<file path="src/rtl/sum_of_n_inverse.sv">
// ============================================================================
//  Module   : sum_of_n_inverse
//  Purpose  : Iterative triangular-root finder: largest N<=15 with
//             N(N+1)/2 <= S, plus remainder, one subtraction per clock.
//  Revision : 1.0  initial release
// ============================================================================
`default_nettype none

module sum_of_n_inverse (
    input  logic       clk,
    input  logic       rst,
    input  logic       start,
    input  logic [7:0] S,
    output logic [3:0] N,
    output logic [7:0] rem,
    output logic       exact,
    output logic       ovf,
    output logic       busy,
    output logic       done
);

    typedef enum logic [1:0] {
        IDLE = 2'd0,
        RUN  = 2'd1,
        DONE = 2'd2
    } state_t;

    localparam logic [4:0] K_LAST = 5'd15;

    state_t     state_q, state_d;
    logic [7:0] acc_q, acc_d;
    logic [4:0] k_q, k_d;
    logic [3:0] n_q, n_d;
    logic [3:0] N_q, N_d;
    logic [7:0] rem_q, rem_d;
    logic       exact_q, exact_d;
    logic       ovf_q, ovf_d;
    logic       can_sub;

    // The compare guards the subtraction, so acc never wraps below zero.
    assign can_sub = (acc_q >= {3'b000, k_q}) && (k_q <= K_LAST);

    always_comb begin
        state_d = state_q;
        acc_d   = acc_q;
        k_d     = k_q;
        n_d     = n_q;
        N_d     = N_q;
        rem_d   = rem_q;
        exact_d = exact_q;
        ovf_d   = ovf_q;
        case (state_q)
            IDLE: begin
                if (start) begin
                    acc_d   = S;
                    k_d     = 5'd1;
                    n_d     = 4'd0;
                    state_d = RUN;
                end
            end
            RUN: begin
                if (can_sub) begin
                    acc_d = acc_q - {3'b000, k_q};
                    n_d   = k_q[3:0];
                    k_d   = k_q + 5'd1;
                end else begin
                    N_d     = n_q;
                    rem_d   = acc_q;
                    exact_d = (acc_q == 8'd0);
                    ovf_d   = (n_q == 4'd15) && (acc_q >= 8'd16);
                    state_d = DONE;
                end
            end
            DONE: begin
                state_d = IDLE;
            end
            default: begin
                state_d = IDLE;
            end
        endcase
    end

    always_ff @(posedge clk) begin
        if (rst) begin
            state_q <= IDLE;
            acc_q   <= 8'd0;
            k_q     <= 5'd0;
            n_q     <= 4'd0;
            N_q     <= 4'd0;
            rem_q   <= 8'd0;
            exact_q <= 1'b0;
            ovf_q   <= 1'b0;
        end else begin
            state_q <= state_d;
            acc_q   <= acc_d;
            k_q     <= k_d;
            n_q     <= n_d;
            N_q     <= N_d;
            rem_q   <= rem_d;
            exact_q <= exact_d;
            ovf_q   <= ovf_d;
        end
    end

    assign N     = N_q;
    assign rem   = rem_q;
    assign exact = exact_q;
    assign ovf   = ovf_q;
    assign busy  = (state_q == RUN);
    assign done  = (state_q == DONE);

endmodule

`default_nettype wire

</file>
<file path="config.mk">
export PLATFORM = sky130hd
export DESIGN_NAME = sum_of_n_inverse
export DESIGN_NICKNAME = d
export VERILOG_FILES = /design/src/rtl/sum_of_n_inverse.sv
export SDC_FILE = /design/constraint.sdc
export NUM_CORES = 1
export LEC_CHECK = 0
export BUFFER_PORTS_ARGS = -buffer_cell sky130_fd_sc_hd__buf_2
export CORE_MARGIN = 4
export CORE_UTILIZATION = 45
export DETAILED_ROUTE_END_ITERATION = 10
export PLACE_DENSITY = 0.66
export SLEW_MARGIN = 20
export SYNTH_ARGS = -nofsm -noshare
export SYNTH_HDL_FRONTEND = slang
export SYNTH_SLANG_ARGS = --single-unit
</file>
<file path="constraint.sdc">
create_clock -name clk -period 3.7 [get_ports clk]
set_input_delay 0.555 -clock clk [delete_from_list [all_inputs] [get_ports clk]]
set_output_delay 0.555 -clock clk [all_outputs]
set_load 0.02 [all_outputs]
</file>
==> impl_results.md <==
- Status: finished clean
- NumNets Final: approximately 260
- Setup Buffers After CTS: 0
- # IOs: 27
- RSZ-0062 raised after global routing: false
- FFs w/ async S/R, synth: 0%
- Synth-to-layout area growth: 15.0%
- CP startpoint kind: flip-flop
- Top FF cell, synth: dfxtp_1
- Worst setup margin: 1.05 ns
- Syn Nets: about 240
- Finished Cell Area: 0.00202 mm²
- VDD IR max: 0.257 mV
- Register cell area after layout: approximately 660 µm²
- Hold Buf Count CTS: 0
- Cell Area, Placed: 0.00190 mm²
- Reg2Reg Setup Slack: 1.05 ns
- Antenna violations before repair: 0
- Post-Syn Area: 0.00176 mm²
- Worst slew pin tran: 0.569 ns
- Final worst-path cycle share: between 70% and 80%
- Unique masters post-synth: 48
- Top cells by area, synth: dfxtp_1 38%, nand3_1 7.7%, a21oi_1 7.4%, o21ai_0 5.4%, ha_1 5.0%
- Area of the multi-input gates: around 1000 µm²
- Count of final hold-check violations: 0
- Seq/Total Area, Yosys: 37.6%
- Pin count of the biggest net entering global routing: 31
- Num CTS Buffers: 5
- CP max FO: 14
- Routed vias: 1,673
- Iter 0 DRT Violations: 122
- Worst hold path type: reg -> reg
- Routed WL: 4400 µm
- Die Span X: 70.5 µm
- Post-DP HPWL: 3120 µm
- Die height: approximately 70 µm
- Total GRT Usage: between 10% and 20%
- Final Skew: 0.00622 ns
- H-tree levels: 2
- Clk buf depth: 2
- Worst Hold Depth: 2
- Max cap viols: 0
- Drt pass-1 iters: 4
- Core Footprint: between 0.003 and 0.004 mm²
- Total power: approximately 1200 µW
- R2R Path End: acc_q[7]$_SDFFE_PP0P_
- Min-delay src: exact$_SDFFE_PP0P_
- Root Buffer: clkbuf_8
- CP Class: reg -> reg
- Worst endpoint required time: slightly below 4 ns
- Full die area: about 0.0050 mm²
- Global route overflow: 0
- Warning count from the yosys run: 0
- Hold Path End: exact$_SDFFE_PP0P_
- Remaining routing DRC violations: 0
- P_leak: 0.000799 µW
- Crit end category: flip-flop
- Clk_lat worst skew: roughly 0.29 ns
- Post-route ant nets: 0
- RD Place Congestion: roughly 0.85
- Yosys top cell by area: dfxtp_1
- Slew margin rel.: 61.9%
- Vias per cell: 5.83
- I/O Buffers: 26
- Finish-stage setup viols: 0
- Final slew viol count: 0
- R2R depth: 8
- Layout cells sized above 1: 18.8%
- CP Data Arrival Time: 2.83 ns
- Final Critical Period: 2.65 ns
- Row Count: 22
- Setup tns final: 0 ns
- Pwr Density: between 600 and 700 mW/mm²
- Post-cts resize count: 0
- Filler cells: 380
- First-pass GRT wire length: between 7000 and 8000 µm
- Synth Area per Inst: 8.13 µm²
- Seq cells post-synth: 33
- ANT cells: 0
- Starting density of the core: 47.3%
- Post-Syn Instances: around 220
- CTS tree: yes
- Critical R2R Launch: k_q[0]$_SDFFE_PP0P_
- Pre-CTS worst setup slack: 1.13 ns
- Post-synth top area share: 37.6%
- Vias in the first global route: about 1,500
- Max Freq: between 0.3 and 0.4 GHz
- Post-synth EDFFs: 0
- CTS clock-pin slew for the worst setup and hold paths: about 0.070 ns
- Post-DR wirelength/cell: 15.3 µm
- Clock sinks: 33
[stage by stage]
| stage | hold slack [ns] | utilization, % | instances |
|---|---|---|---|
| after CTS | 0.471 | 54.3 | 287 |
| after global routing | 0.497 | 54.3 | 287 |
| after detailed placement | 0.456 | 51.2 | 279 |
| after floorplan | 0.457 | - | 216 |
| after global placement | 0.452 | 51.2 | 279 |
| final | 0.468 | 54.3 | 287 |
[layout by cell type (no fill, tap or decap), drive strengths merged, types with 2 or more instances in the layout]
cell type / count
o21a: 2
o21ai: 20
mux2i: 2
clkbuf: 7
a21oi: 28
a221oi: 2
nor2: 12
nor3: 5
buf: 29
a21o: 3
o31ai: 2
inv: 8
ha: 7
o31a: 2
a211oi: 5
nor4: 2
nand2: 16
nand2b: 2
nand3: 27
dfxtp: 33
and2: 2
a41oi: 2
nor2b: 3
[worst max-delay path by stage]
stage	from	slack, ns	cells past startpoint	end
after floorplan	k_q[0]$_SDFFE_PP0P_	1.48	8	ovf$_SDFFE_PP0P_
after global placement	k_q[0]$_SDFFE_PP0P_	1.19	8	k_q[0]$_SDFFE_PP0P_
after detailed placement	k_q[0]$_SDFFE_PP0P_	1.13	8	k_q[0]$_SDFFE_PP0P_
after CTS	k_q[0]$_SDFFE_PP0P_	1.10	8	acc_q[7]$_SDFFE_PP0P_
after global routing	k_q[0]$_SDFFE_PP0P_	0.94	8	acc_q[7]$_SDFFE_PP0P_
final	k_q[0]$_SDFFE_PP0P_	1.05	8	acc_q[7]$_SDFFE_PP0P_
[cell type report]
class | count | area share (%)
multi-input cells | 161 | 49.5
flip-flops and latches | 33 | 32.7
repair buffers | 29 | 7.56
clock buffers | 7 | 4.28
well taps | 48 | 2.97
clock inverters | 1 | 1.49
inverters | 8 | 1.49
[critical path: stages, from the launching register on]
cell and delay (ns):
dfxtp_1 0.43, ha_1 0.21, inv_1 0.06, fa_1 0.44, a211oi_2 0.29, o21a_4 0.22, a21o_1 0.45, a21oi_1 0.17
o221a_2 0.28
[sequential cells by signal, summed over array words and instances (netlist names)]
name     cells
ovf          1
n_q          4
acc_q        8
k_q          5
state_q      2
exact        1
N            4
rem          8
[routing by layer]
layer  vias to the layer above  GRT usage (%)  wire (µm)
met1                       772           24.1       1940
met4                         0           5.11         53
li1                        843              -          -
met5                         -              0          0
met3                         7           4.89        296
met2                        51           29.5       2110
[logic make-up (layout without fill, tap and decap cells)]
family / after synthesis / after routing / share of synthesized area [%]
AOI/OAI and AO/OA: 76 / 76 / 28.7
xor gates and xnor gates: 1 / 1 / 0.499
adders and majority gates: 8 / 8 / 6.13
buffers and inverters: 22 / 45 / 5.48
DFF: 33 / 33 / 37.6
muxes: 2 / 2 / 1.14
and+or+nand+nor: 74 / 74 / 20.4
[Yosys cell counts, drive strengths merged, types with 3 or more instances]
library cell and n:
nor2b 3, a21o 3, nand3 27, a21oi 28, dfxtp 33, nor2 12
ha 7, nor3 5, clkbuf 8, inv 8, a211oi 5, nand2 16
o21ai 20, buf 6
[report_power, final]
part           total (µW)  leakage (µW)  switching (µW)  internal, µW
sequential            430      0.000268            41.8           388
combinational         431      0.000472             272           159
clock                 351     0.0000585             132           219
(Power assumes the default switching activity.)
